## src/rtl/cpu_ctrl_pkg.sv

```systemverilog
`default_nettype none
// ============================================================================
// Module      : cpu_ctrl_pkg
// Description : ALU op codes, sequencer state encoding and op classifiers.
// Revision    : 1.0 - initial release
// ============================================================================
package cpu_ctrl_pkg;

    localparam logic [4:0] c_op_add = 5'b00011;
    localparam logic [4:0] c_op_sub = 5'b00100;
    localparam logic [4:0] c_op_neg = 5'b00101;
    localparam logic [4:0] c_op_not = 5'b00110;
    localparam logic [4:0] c_op_and = 5'b00111;
    localparam logic [4:0] c_op_or  = 5'b01000;
    localparam logic [4:0] c_op_mul = 5'b01001;
    localparam logic [4:0] c_op_div = 5'b01010;

    localparam int         c_st_w       = 3;
    localparam logic [2:0] c_st_idle    = 3'd0;
    localparam logic [2:0] c_st_load_y  = 3'd1;
    localparam logic [2:0] c_st_exec    = 3'd2;
    localparam logic [2:0] c_st_wb_lo   = 3'd3;
    localparam logic [2:0] c_st_wb_hi   = 3'd4;
    localparam logic [2:0] c_st_done    = 3'd5;
    localparam logic [2:0] c_st_err     = 3'd6;

    function automatic logic is_legal(input logic [4:0] op);
        return (op >= c_op_add) && (op <= c_op_div);
    endfunction

    function automatic logic is_unary(input logic [4:0] op);
        return (op == c_op_neg) || (op == c_op_not);
    endfunction

    function automatic logic is_wide(input logic [4:0] op);
        return (op == c_op_mul) || (op == c_op_div);
    endfunction

endpackage
`default_nettype wire

```

## src/rtl/reg_onehot_dec.sv

```systemverilog
`default_nettype none
// ============================================================================
// Module      : reg_onehot_dec
// Description : Register index plus enable to one-hot strobe vector.
// Revision    : 1.0 - initial release
// ============================================================================
module reg_onehot_dec #(
    parameter int NREGS = 16
) (
    input  logic [3:0]       i_idx,
    input  logic             i_en,
    output logic [NREGS-1:0] o_onehot
);

    // Index wraps modulo the register count so a short file never sees an out-of-range strobe.
    logic [31:0] w_idx_mod;
    assign w_idx_mod = {28'd0, i_idx} % 32'(NREGS);

    for (genvar gi = 0; gi < NREGS; gi++) begin : g_bit
        assign o_onehot[gi] = i_en & (w_idx_mod == 32'(gi));
    end

endmodule
`default_nettype wire

```

## src/rtl/alu_op_sequencer.sv

```systemverilog
`default_nettype none
// ============================================================================
// Module      : alu_op_sequencer
// Description : Moore control-step sequencer driving data_path strobes for one ALU op.
// Revision    : 1.0 - initial release
// ============================================================================
module alu_op_sequencer
    import cpu_ctrl_pkg::*;
#(
    parameter int NREGS = 16,
    parameter int OPW   = 5
) (
    input  logic             Clock,
    input  logic             clear,
    input  logic             start,
    input  logic [OPW-1:0]   op_in,
    input  logic [3:0]       rd,
    input  logic [3:0]       rs1,
    input  logic [3:0]       rs2,
    output logic             busy,
    output logic             done,
    output logic             err,
    output logic [OPW-1:0]   op,
    output logic [NREGS-1:0] Rout,
    output logic [NREGS-1:0] Rin,
    output logic             Yin,
    output logic             ZHighin,
    output logic             Zlowin,
    output logic             Zhighout,
    output logic             Zlowout,
    output logic             HIin,
    output logic             LOin
);

    logic [c_st_w-1:0] r_state;
    logic [c_st_w-1:0] w_next;
    logic [OPW-1:0]    r_op;
    logic [3:0]        r_rd;
    logic [3:0]        r_rs1;
    logic [3:0]        r_rs2;

    logic       w_req_legal;
    logic       w_rout_en;
    logic [3:0] w_rout_idx;
    logic       w_rin_en;

    assign w_req_legal = is_legal(5'(op_in));

    always_ff @(posedge Clock) begin
        if (!clear) begin
            r_state <= c_st_idle;
            r_op    <= '0;
            r_rd    <= '0;
            r_rs1   <= '0;
            r_rs2   <= '0;
        end else begin
            r_state <= w_next;
            if ((r_state == c_st_idle) && start && w_req_legal) begin
                r_op  <= op_in;
                r_rd  <= rd;
                r_rs1 <= rs1;
                r_rs2 <= rs2;
            end
        end
    end

    always_comb begin
        w_next     = r_state;
        busy       = 1'b1;
        done       = 1'b0;
        err        = 1'b0;
        op         = '0;
        Yin        = 1'b0;
        ZHighin    = 1'b0;
        Zlowin     = 1'b0;
        Zhighout   = 1'b0;
        Zlowout    = 1'b0;
        HIin       = 1'b0;
        LOin       = 1'b0;
        w_rout_en  = 1'b0;
        w_rout_idx = r_rs1;
        w_rin_en   = 1'b0;
        case (r_state)
            c_st_idle: begin
                busy = 1'b0;
                if (start) begin
                    if (!w_req_legal)               w_next = c_st_err;
                    else if (is_unary(5'(op_in)))   w_next = c_st_exec;
                    else                            w_next = c_st_load_y;
                end
            end
            c_st_load_y: begin
                w_rout_en = 1'b1;
                Yin       = 1'b1;
                w_next    = c_st_exec;
            end
            c_st_exec: begin
                op         = r_op;
                w_rout_en  = 1'b1;
                w_rout_idx = is_unary(5'(r_op)) ? r_rs1 : r_rs2;
                ZHighin    = 1'b1;
                Zlowin     = 1'b1;
                w_next     = c_st_wb_lo;
            end
            c_st_wb_lo: begin
                Zlowout = 1'b1;
                if (is_wide(5'(r_op))) begin
                    LOin   = 1'b1;
                    w_next = c_st_wb_hi;
                end else begin
                    w_rin_en = 1'b1;
                    w_next   = c_st_done;
                end
            end
            c_st_wb_hi: begin
                Zhighout = 1'b1;
                HIin     = 1'b1;
                w_next   = c_st_done;
            end
            c_st_done: begin
                done   = 1'b1;
                w_next = c_st_idle;
            end
            c_st_err: begin
                err    = 1'b1;
                w_next = c_st_idle;
            end
            default: begin
                busy   = 1'b0;
                w_next = c_st_idle;
            end
        endcase
    end

    reg_onehot_dec #(.NREGS(NREGS)) u_rout_dec (
        .i_idx    (w_rout_idx),
        .i_en     (w_rout_en),
        .o_onehot (Rout)
    );

    reg_onehot_dec #(.NREGS(NREGS)) u_rin_dec (
        .i_idx    (r_rd),
        .i_en     (w_rin_en),
        .o_onehot (Rin)
    );

endmodule
`default_nettype wire

```

## config.mk

```make
export PLATFORM = sky130hd
export DESIGN_NAME = alu_op_sequencer
export DESIGN_NICKNAME = d
export VERILOG_FILES = /design/src/rtl/cpu_ctrl_pkg.sv /design/src/rtl/reg_onehot_dec.sv /design/src/rtl/alu_op_sequencer.sv
export SDC_FILE = /design/constraint.sdc
export NUM_CORES = 1
export LEC_CHECK = 0
export BUFFER_PORTS_ARGS = -buffer_cell sky130_fd_sc_hd__buf_4
export CORE_MARGIN = 5
export CORE_UTILIZATION = 48
export CTS_BUF_LIST = sky130_fd_sc_hd__clkbuf_4 sky130_fd_sc_hd__clkbuf_8
export DETAILED_ROUTE_END_ITERATION = 16
export GPL_ROUTABILITY_DRIVEN = 0
export MAX_ROUTING_LAYER = met4
export PLACE_DENSITY = 0.83
export SLEW_MARGIN = 20
export SYNTH_ARGS = -nofsm -noshare
export SYNTH_HDL_FRONTEND = slang
export SYNTH_SLANG_ARGS = --single-unit
```

## constraint.sdc

```tcl
create_clock -name Clock -period 2.4 [get_ports Clock]
set_clock_uncertainty 0.2 [all_clocks]
set_input_delay 0.24 -clock Clock [delete_from_list [all_inputs] [get_ports Clock]]
set_output_delay 0.24 -clock Clock [all_outputs]
set_load 0.005 [all_outputs]
```

Yosys cells after proc, flatten, opt, wreduce, memory -nomap -nowiden:

Index checks and enable logic that the tools add are counted.

* order comparisons: 2
* equal/unequal tests: 43
* muxes and demuxes: 20
* bitwise gates (word level): 32
* reduce and logical (&&, ||, !) cells: 11

Operators with widths (count)
* == test 4 bit, second input constant: 16
* zero test 32 bit: 2
* bitwise AND 1 bit: 32
* == test 4 x 3 -> 1 bit, second input constant: 8
* == test 5 x 3 -> 1 bit, second input constant: 4
* == test 4 x 2 -> 1 bit, second input constant: 4
* one-hot mux 3 bit (5 select lines): 1
* 2-to-1 mux 1 bit: 13
* == test 5 x 4 -> 1 bit, second input constant: 2
* == test 3 bit, second input constant: 3
* == test 4 x 1 -> 1 bit, second input constant: 2
* 2-to-1 mux 4 bit: 2
* == test 3 x 2 -> 1 bit, second input constant: 2
* 2-to-1 mux 3 bit: 2
* OR reduction 6 bit: 1
* greater-or-equal comparator 5 x 2 -> 1 bit, second input constant: 1
* <= comparator 5 x 4 -> 1 bit, second input constant: 1
* 2-to-1 mux 5 bit: 1
* == test 3 x 1 -> 1 bit, second input constant: 1
* logical AND 1 bit: 3
* zero test 3 bit: 1
* logical OR 1 bit: 3
* 2-to-1 mux 2 bit: 1
* != test 2 bit, second input constant: 1
* OR reduction 2 bit: 1

* bits in registers: 20
* input bits: 20
* output and inout bits: 47
* logic and storage cells: 113

Depth between registers and ports, before layout:

Gate-level depths: netlist of the first run.

* depth in word-level cells: 6
* gate-level depth with buffers: 7
* mapped depth without buffers: 4

Hierarchy:

A second synthesis of the first run with hierarchy kept.

* cells, all modules: 179
* area, all modules: 1388.8 sq um

By module, submodules not included
* alu_op_sequencer: times used 1, cells each 133, area each 1153.6 sq um
* reg_onehot_dec: times used 2, cells each 23, area each 117.6 sq um

Least setup slack after synthesis of the first run:

Ideal clock, no wire load.

* path kind: register to output
* start point: register r_state[0]
* end point: output Rout[0]
* arrival time: 1621 ps
* path slack: 339 ps
* cell stages (with the launch flop): 7
* path buffers: 2
* cell sequence: dfxtp_1 buf_4 nor3b_4 a21boi_2 buf_6 mux2_4 nor3_1

* cells in the longest elaborated chain, start to end: 4
* elaborated cells between the ends (all ways): 7
* those cells by class: eq/ne: 2; mux: 2; bitwise: 1; reduce/logical: 2

RTL lines
* from (decl): RTL line alu_op_sequencer.sv:35 `logic [c_st_w-1:0] r_state;`
* from (signal assigned): RTL line alu_op_sequencer.sv:51 `r_state <= c_st_idle;`
* from (signal assigned): RTL line alu_op_sequencer.sv:57 `r_state <= w_next;`
* == test 3 x 2 -> 1 bit / == test 3 x 1 -> 1 bit (equally long branches): RTL line alu_op_sequencer.sv:83 `case (r_state)`
* 2-to-1 mux 4 bit / OR reduction 2 bit (equally long branches)
* zero test 32 bit / 2-to-1 mux 1 bit (equally long branches): RTL line reg_onehot_dec.sv:20, alu_op_sequencer.sv:83
* bitwise AND 1 bit *: RTL line reg_onehot_dec.sv:20 `assign o_onehot[gi] = i_en & (w_idx_mod == 32'(gi));`
* to (decl): RTL line alu_op_sequencer.sv:24 `output logic [NREGS-1:0] Rout,`

Every way passes the cells marked *; elsewhere a longest branch is shown, timed or not.

Worst setup path after layout of the first run:

* start point: register r_state[0]
* end point: output Rout[8]

* cells in the longest elaborated chain, start to end: 4
* elaborated cells between the ends (all ways): 7
* those cells by class: eq/ne: 3; mux: 2; bitwise: 1; reduce/logical: 1

RTL lines (RTL line)
* == test 3 x 2 -> 1 bit / == test 3 x 1 -> 1 bit (equally long branches): alu_op_sequencer.sv:83
* 2-to-1 mux 4 bit / OR reduction 2 bit (equally long branches)
* == test 4 bit / 2-to-1 mux 1 bit (equally long branches): reg_onehot_dec.sv:20, alu_op_sequencer.sv:83
* bitwise AND 1 bit *: reg_onehot_dec.sv:20

Marks and branches as above.

==> impl_metrics.yaml, run 1 <==
run_status:
  status: "finished, final reports clean"
floorplanning:
  boundaryPins: 67
  coreArea_um2: 2758
  die_y_um: 63.65
  fp.dieW_um: 63.65
  die-area_um2: 4051
  rows: 19
  initial_utilization_pct: 50.09
timing:
  tns_ps: 0
  timing.final.crit_share_pct: 99.34
  fin_ws_ps: 15.82
  worst_pin_slew_ps: 384.7
  max_freq_mhz: 419.4
  hold_viol: 0
  hold_ws_ps: 7.815
  period_minus_slack_ps: 2384
  rsz0062_at_grt: "yes"
  maxSlewViolCount: 0
  slew_headroom_pct: 73.62
  setup_viol: 0
routing:
  drcViolationCount: 0
  dr_wl_met3_um: 139
  via_count: 1492
  post_drt_wl_per_cell_um: 12.99
  wl_met2_um: 1987
  routed.top_layer: "met4"
  ant_nets: 0
  wl_um: 3806
  vias_per_cell: 5.092
  met1_length_um: 1650
  first_pass_iters: 4
  drt_iter0_markers: 83
yosys:
  synth_area_leaders: "dfxtp_1, mux2i_1, nand2_1, nor3_1, nor2_1"
  syn_nets: 205
  synth_top_cell_by_area: "dfxtp_1"
  yosysWarnings: 0
  synth_most_common_cell: "nand2_1"
  synth-main-ff-cell: "dfxtp_1"
  ys_ff_latch: 20
  synth_seq_area_share_pct: 28.99
  yosys-top-cells-count: "nand2_1, nor3_1, nor2_1"
  synth.distinct_cells: 35
  yosysTopAreaCellShare_pct: 28.99
  netlist_area_um2: 1381
  syn_avg_cell_area_um2: 7.467
  ys_async_sr_fraction_pct: 0
  synth_edf_count: 0
  syn-instance-count: 185
global_routing:
  grt_max_degree: 37
  grt_pass1_vias: 1386
  antenna_found_initial: 0
  grt_use_total_pct: 18.08
  grt_overflow: 0
  grt_pass1_wl_um: 5996
setup_path:
  timing.rr.start: "r_state[0]$_SDFFE_PN0P_"
  slowest_stage: "dfxtp_4"
  worst-endpoint-required_ps: 1960
  max_stage_delay_ps: 370
  cp-startpoint: "r_state[0]$_SDFFE_PN0P_"
  crit_chain: "nor3b_4 > a21boi_2 > buf_6 > mux2_4 > nor3_2 > buf_4"
  cp-end-kind: "primary output"
  cp-start-kind: "register"
  path_class: "reg2out"
  worstPathArrival_ps: 1940
  critPathMaxFanout: 8
placement:
  place_area_um2: 1893
  place_ws_ps: 266.5
  io_buffers: 66
  dp_hpwl_um: 2724
finish:
  final_area_um2: 2130
  final_util_pct: 77.22
  final_nets: 283
  diodes: 0
  drive_above_1_share_pct: 39.31
  areaGrowthSynthToFinish_pct: 54.17
job:
  cap_violations: 0
clocking:
  cts.sinks: 20
  tritoncts: "built"
  htree_num_levels: 1
  ctsRootBufferMaster: "clkbuf_4"
  path_clk_slew_ps: 120
  cts_buffer_depth: 2
  clock_latency_ps: 300
  cts_made_buffers: 3
hold_path:
  hp-start: "op_in[2]"
  hold_class: "in2reg"
power:
  leakage_nw: 0.9088
  power_density_nw_per_um2: 420.6
  peakVddDrop_mv: 0.3876
-- cells in the final DEF (no fill, tap or decap), types with 2 or more instances in the layout --
cell type      count
a2bb2oi_1          2
nor2_1            21
nand3b_1           2
nor3b_2            2
nand2_1           42
o21ai_0            3
dfxtp_1           18
and2_2             5
a211oi_1           2
nor3_2             6
nor3_1            17
nand2b_1           2
mux2i_4            2
mux2i_1           18
nand4b_1           2
clkbuf_4           3
buf_4             74
nor2b_1            4
inv_1              3
a21oi_1            3
dlygate4sd3_1     11
-- flip-flops by register name, summed over array words and instances, names as in the netlist --
name     flops
r_op         5
r_rs1        4
r_rs2        4
r_rd         4
r_state      3
-- worst max-delay path: cells and delay by family (launching register included) --
kind	cells	cell delay, ps
simple gates	2	410
flops	1	370
mux	1	360
buf+inv	2	300
compound gates	1	200
-- layout make-up --
type | count | area (µm²)
Multi-Input combinational cell | 149 | 960.9
Sequential cell | 20 | 405.4
Inverter | 3 | 11.26
Timing Repair Buffer | 86 | 676.9
Tap cell | 31 | 38.79
Clock buffer | 4 | 36.28
Fill cell | 209 | 628.1
-- logic make-up after synthesis --
group	after synthesis	share of synthesized area, %
and+or+nand+nor	112	40.04
muxes	22	16.67
AOI/OAI and AO/OA	13	6.431
buffers and inverters	16	6.612
DFF	20	28.99
xor gates and xnor gates	2	1.268
-- power breakdown --
| group | switching (W) | internal [W] |
|---|---|---|
| Clock | 0.000106 | 0.0000925 |
| Sequential | 0.0000201 | 0.000353 |
| Combinational | 0.000154 | 0.000171 |
| Total | 0.000279 | 0.000616 |
-- path summary, 6_finish.rpt --
| kind | endpoint | slack, ps | cells past startpoint |
|---|---|---|---|
| worst max-delay path | Rout[8] | 20 | 6 |
| worst min-delay path | r_op[2]$_SDFFE_PN0P_ | 8 | 3 |
| worst max register to register | r_rd[0]$_SDFFE_PN0P_ | 630 | 6 |
| worst min register to register | r_op[4]$_SDFFE_PN0P_ | 290 | 2 |
-- what timing repair did --
action / in CTS / in global routing
hold buffers: 11 / 0
setup endpoints to repair: 16 / 28
gates resized for setup: 5 / 11
buffers inserted: 1 / 1
pin swaps: 0 / 1
endpoints found under the hold margin: 11 / 0
-- metrics by stage --
step                      total power (W)  cells
after floorplan                 0.0005566    185
after global placement          0.0006524    276
after detailed placement        0.0006571    276
after CTS                       0.0008804    292
after global routing            0.0009437    293
final                           0.0008956    293
-- routing by layer --
metal,global-route usage [%],vias to the layer above
met3,3.020,2
met4,6.234,0
li1,-,778
met2,30.58,31
met5,-,-
met1,21.51,681
Note: power is estimated with default switching activity, not from simulation.
==> run 2, diff against run 1 <==
CORE_ASPECT_RATIO = 1.25   (was unset)
SLEW_MARGIN = unset   (was 20)
==> impl_metrics.yaml, run 2 (synthesized netlist as in run 1, its figures left out) <==
global_routing:
  grt_pass1_vias: 1536
  grt_max_degree: 37
  grt_pass1_wl_um: 6741
  antenna_found_initial: 0
  grt_overflow: 0
  grt_use_total_pct: 20.89
finish:
  drive_above_1_share_pct: 40.07
  n_fill_cell: 193
  final_area_um2: 2208
  areaGrowthSynthToFinish_pct: 59.87
  final_util_pct: 80.82
  mostFrequentLayoutCell: "buf_4"
  top_register: "r_op"
  multi_input_area_um2: 984.7
  final_cell_mix: "buf_4, nand2_1, nor2_1"
  area.sequential_um2: 406.6
  diodes: 0
  final_nets: 288
  largest_reg_flops: 5
setup_path:
  cp-start-kind: "register"
  path_class: "reg2out"
  critPathMaxFanout: 8
  cpLargestDelayFamily: "simple AND/OR/NAND/NOR gates"
  cp-endpoint: "Rout[10]"
  max_stage_delay_ps: 390
  cp-end-kind: "primary output"
  reg2regPathDepth: 6
  r2r_slack_ps: 590
  cp-startpoint: "r_state[0]$_SDFFE_PN0P_"
  timing.rr.start: "r_state[0]$_SDFFE_PN0P_"
  worst-endpoint-required_ps: 1960
  worstPathArrival_ps: 1960
  r2r-end: "r_rs1[1]$_SDFFE_PN0P_"
  slowest_stage: "mux2_4"
  path_depth: 6
  cp.buffers_inverters: 2
  crit_chain: "nor3b_4 > a21boi_2 > buf_6 > mux2_4 > nor3_2 > buf_4"
power:
  peakVddDrop_mv: 0.2984
  clkPwrFrac_pct: 21.6
  p_int_w: 0.0006237
  combPwrFrac_pct: 37.1
  power_density_nw_per_um2: 413.4
  leakage_nw: 0.9300
  p_sw_w: 0.0002891
  p_seq_share_pct: 41.3
  sw_frac_of_total_pct: 31.67
floorplanning:
  coreArea_um2: 2733
  initial_utilization_pct: 50.55
  die_y_um: 69.98
  boundaryPins: 67
  die-area_um2: 4057
  fp.dieW_um: 57.98
  rows: 21
timing:
  maxSlewViolCount: 0
  period_minus_slack_ps: 2405
  slew_headroom_pct: 67.52
  hold_viol: 0
  rsz0062_at_grt: "yes"
  max_freq_mhz: 415.8
  fin_ws_ps: -4.923
  worst_pin_slew_ps: 473.6
  timing.final.crit_share_pct: 100.2
  setup_viol: 1
routing:
  ant_nets: 0
  wl_met2_um: 2211
  dr_wl_met3_um: 286
  routed.top_layer: "met4"
  first_pass_iters: 4
  met1_length_um: 1690
  wl_um: 4264
  via_count: 1595
  vias_per_cell: 5.299
  post_drt_wl_per_cell_um: 14.17
  drcViolationCount: 0
  drt_iter0_markers: 49
clocking:
  path_clk_slew_ps: 120
  htree_num_levels: 1
  ctsRootBufferMaster: "clkbuf_4"
  cts.sinks: 20
  cts_made_buffers: 3
  tritoncts: "built"
  clock_latency_ps: 300
  cts_buffer_depth: 2
run_status:
  violations: "negative setup slack"
  status: "complete, but fails checks"
job:
  cap_violations: 0
hold_path:
  hold_class: "in2reg"
placement:
  dp_hpwl_um: 2829
  io_buffers: 66
  place_ws_ps: 266.0
  place_area_um2: 1897
==> run 2: routing by layer <==
layer	up-vias	GRT usage (%)
met3	9	3.683
li1	795	-
met2	64	35.80
met5	-	-
met4	0	7.732
met1	727	23.77
==> run 2: final cells by class <==
| type | instances | area share (%) |
|---|---|---|
| clock buffers | 4 | 1.643 |
| multi-input cells | 149 | 44.59 |
| flip-flops and latches | 20 | 18.41 |
| repair buffers | 91 | 32.92 |
| well taps | 34 | 1.926 |
| inverters | 3 | 0.5099 |
==> run 2: what timing repair did <==
action / 4_1_cts / 5_1_grt
gates resized for setup: 7 / 15
endpoints found under the hold margin: 16 / 0
setup buffers: 0 / 2
hold buffers: 16 / 0
setup endpoints to repair: 21 / 17
pin swaps: 0 / 3
==> run 2: power by group through the flow <==
stage | combinational, W | sequential (W) | clock (W)
final | 0.000339 | 0.000377 | 0.000197
after global routing | 0.000369 | 0.000380 | 0.000218
after CTS | 0.000302 | 0.000378 | 0.000205
after detailed placement | 0.000274 | 0.000383 | 0
after global placement | 0.000268 | 0.000382 | 0
after floorplan | 0.000185 | 0.000372 | 0
==> run 2: through the flow <==
| stage | total power [W] | setup TNS [ps] | instances | hold slack [ps] |
|---|---|---|---|---|
| 2_1_floorplan | 0.0005566 | 0 | 185 | 182.1 |
| 3_3_place_gp | 0.0006503 | 0 | 279 | 252.8 |
| 3_5_place_dp | 0.0006579 | 0 | 279 | 263.1 |
| 4_1_cts | 0.0008848 | 0 | 299 | 23.95 |
| 5_1_grt | 0.0009670 | -917.6 | 301 | 29.31 |
| 6_report | 0.0009129 | -4.923 | 301 | 27.90 |
==> run 2: worst min-delay path: stages <==
cell and delay, ps:
buf_4 130, nand2_1 50, mux2i_1 60
==> run 2: how the worst min path moves through the flow <==
stage,slack (ps),start,end,cells past startpoint
after floorplan,180,rs1[1],r_rs1[1]$_SDFFE_PN0P_,2
after global placement,250,r_op[4]$_SDFFE_PN0P_,r_op[4]$_SDFFE_PN0P_,2
after detailed placement,260,r_op[4]$_SDFFE_PN0P_,r_op[4]$_SDFFE_PN0P_,2
after CTS,20,op_in[3],r_op[3]$_SDFFE_PN0P_,3
after global routing,30,op_in[3],r_op[3]$_SDFFE_PN0P_,3
final,30,op_in[3],r_op[3]$_SDFFE_PN0P_,3
==> run 3, diff against run 2 <==
CELL_PAD_IN_SITES_DETAIL_PLACEMENT = 1   (was unset)
CELL_PAD_IN_SITES_GLOBAL_PLACEMENT = 1   (was unset)
CORE_UTILIZATION = 32   (was 48)
PLACE_DENSITY = 0.81   (was 0.83)
==> impl_metrics.yaml, run 3 (synthesized netlist as in run 1, its figures left out) <==
clocking:
  path_clk_slew_ps: 80
  cts.sinks: 20
  tritoncts: "built"
  cts_buffer_depth: 2
  ctsRootBufferMaster: "clkbuf_8"
  htree_num_levels: 1
  hold_buffers: 0
  cts_made_buffers: 3
  clock_latency_ps: 260
floorplanning:
  boundaryPins: 67
  die_y_um: 83.46
  rows: 26
  coreArea_um2: 4131
  fp.dieW_um: 68.77
  die-area_um2: 5739
  initial_utilization_pct: 33.43
global_routing:
  grt_overflow: 0
  antenna_found_initial: 0
  grt_pass1_wl_um: 7148
  grt_max_degree: 37
  grt_use_total_pct: 15.87
  grt_pass1_vias: 1545
timing:
  period_minus_slack_ps: 2355
  timing.final.crit_share_pct: 98.14
  rsz0062_at_grt: "yes"
  setup_viol: 0
  slew_headroom_pct: 72.01
  fin_ws_ps: 44.65
  hold_viol: 0
  hold_ws_ps: 26.40
  worst_pin_slew_ps: 408.2
  max_freq_mhz: 424.6
  maxSlewViolCount: 0
finish:
  areaGrowthSynthToFinish_pct: 48.37
  mostFrequentLayoutCell: "buf_4"
  final_cell_mix: "buf_4, nand2_1, nor2_1"
  top_register: "r_op"
  final_nets: 271
  diodes: 0
  drive_above_1_share_pct: 40.40
  final_area_um2: 2049
  largest_reg_flops: 5
placement:
  place_ws_ps: 266.3
  dp_hpwl_um: 3356
  place_area_um2: 1924
  io_buffers: 66
setup_path:
  worstPathArrival_ps: 1920
  reg2regPathDepth: 6
  r2r_slack_ps: 650
  critPathMaxFanout: 8
  timing.rr.start: "r_state[1]$_SDFFE_PN0P_"
  worst-endpoint-required_ps: 1960
  cp-startpoint: "r_state[0]$_SDFFE_PN0P_"
  path_class: "reg2out"
  cp-end-kind: "primary output"
  cp-start-kind: "register"
  r2r-end: "r_rd[3]$_SDFFE_PN0P_"
routing:
  first_pass_iters: 4
  ant_nets: 0
  via_count: 1521
  vias_per_cell: 4.971
  post_drt_wl_per_cell_um: 14.58
  drt_iter0_markers: 55
  wl_um: 4463
  drcViolationCount: 0
power:
  leakage_nw: 0.8593
  power_density_nw_per_um2: 459.8
  peakVddDrop_mv: 0.2090
job:
  cap_violations: 0
hold_path:
  hold_class: "in2reg"
  worstHoldEndpoint: "r_rd[0]$_SDFFE_PN0P_"
  hp-start: "rd[0]"
  whs_path_depth: 3
run_status:
  status: "finished, final reports clean"
## run 3: cell type report
cell class	instances	area [µm²]
clock buffers	4	55.05
flip-flops and latches	20	406.6
repair buffers	74	559.3
well taps	56	70.07
multi-input cells	149	947.2
inverters	3	11.26
fillers	540	2082
## run 3: per-layer routing
metal	track usage (%)	wire [µm]
met1	18.63	1896
met2	27.45	2277
met3	2.291	246
met4	4.078	44
met5	-	0
## run 3: how the worst max path moves through the flow
| stage | endpoint | cells after the start |
|---|---|---|
| 3_3_place_gp | Rout[2] | 6 |
| 3_5_place_dp | Rout[1] | 6 |
| 5_1_grt | Rout[6] | 6 |
| 4_1_cts | Rout[2] | 6 |
| 6_report | Rout[6] | 6 |
| 2_1_floorplan | Rout[0] | 6 |
## run 3: repair_timing
action,4_1_cts,5_1_grt
resized for setup,3,12
buffers inserted,0,1
endpoints found under the setup margin,13,27
pin swaps,0,1
## run 3: through the flow
step | TNS [ps] | total power [W] | utilization, % | std cells
floorplan | 0 | 0.0005566 | - | 185
global placement | 0 | 0.0006607 | 46.58 | 301
detailed placement | 0 | 0.0006684 | 46.58 | 301
global route | -291.5 | 0.0009971 | 49.61 | 306
CTS | 0 | 0.0009337 | 48.27 | 305
finish | 0 | 0.0009424 | 49.61 | 306
## run 3: critical path, cell delays in order (launching register included)
cell	delay, ps
dfxtp_4	370
nor3b_4	170
a21boi_2	200
buf_6	170
mux2_4	370
nor3_1	230
buf_4	150
## run 3: report_power, final
part / internal, W / leakage (nW) / switching, W
clock: 0.000146 / 0.0288 / 0.000116
combinational: 0.000151 / 0.667 / 0.000151
sequential: 0.000354 / 0.164 / 0.0000240
total: 0.000651 / 0.859 / 0.000292
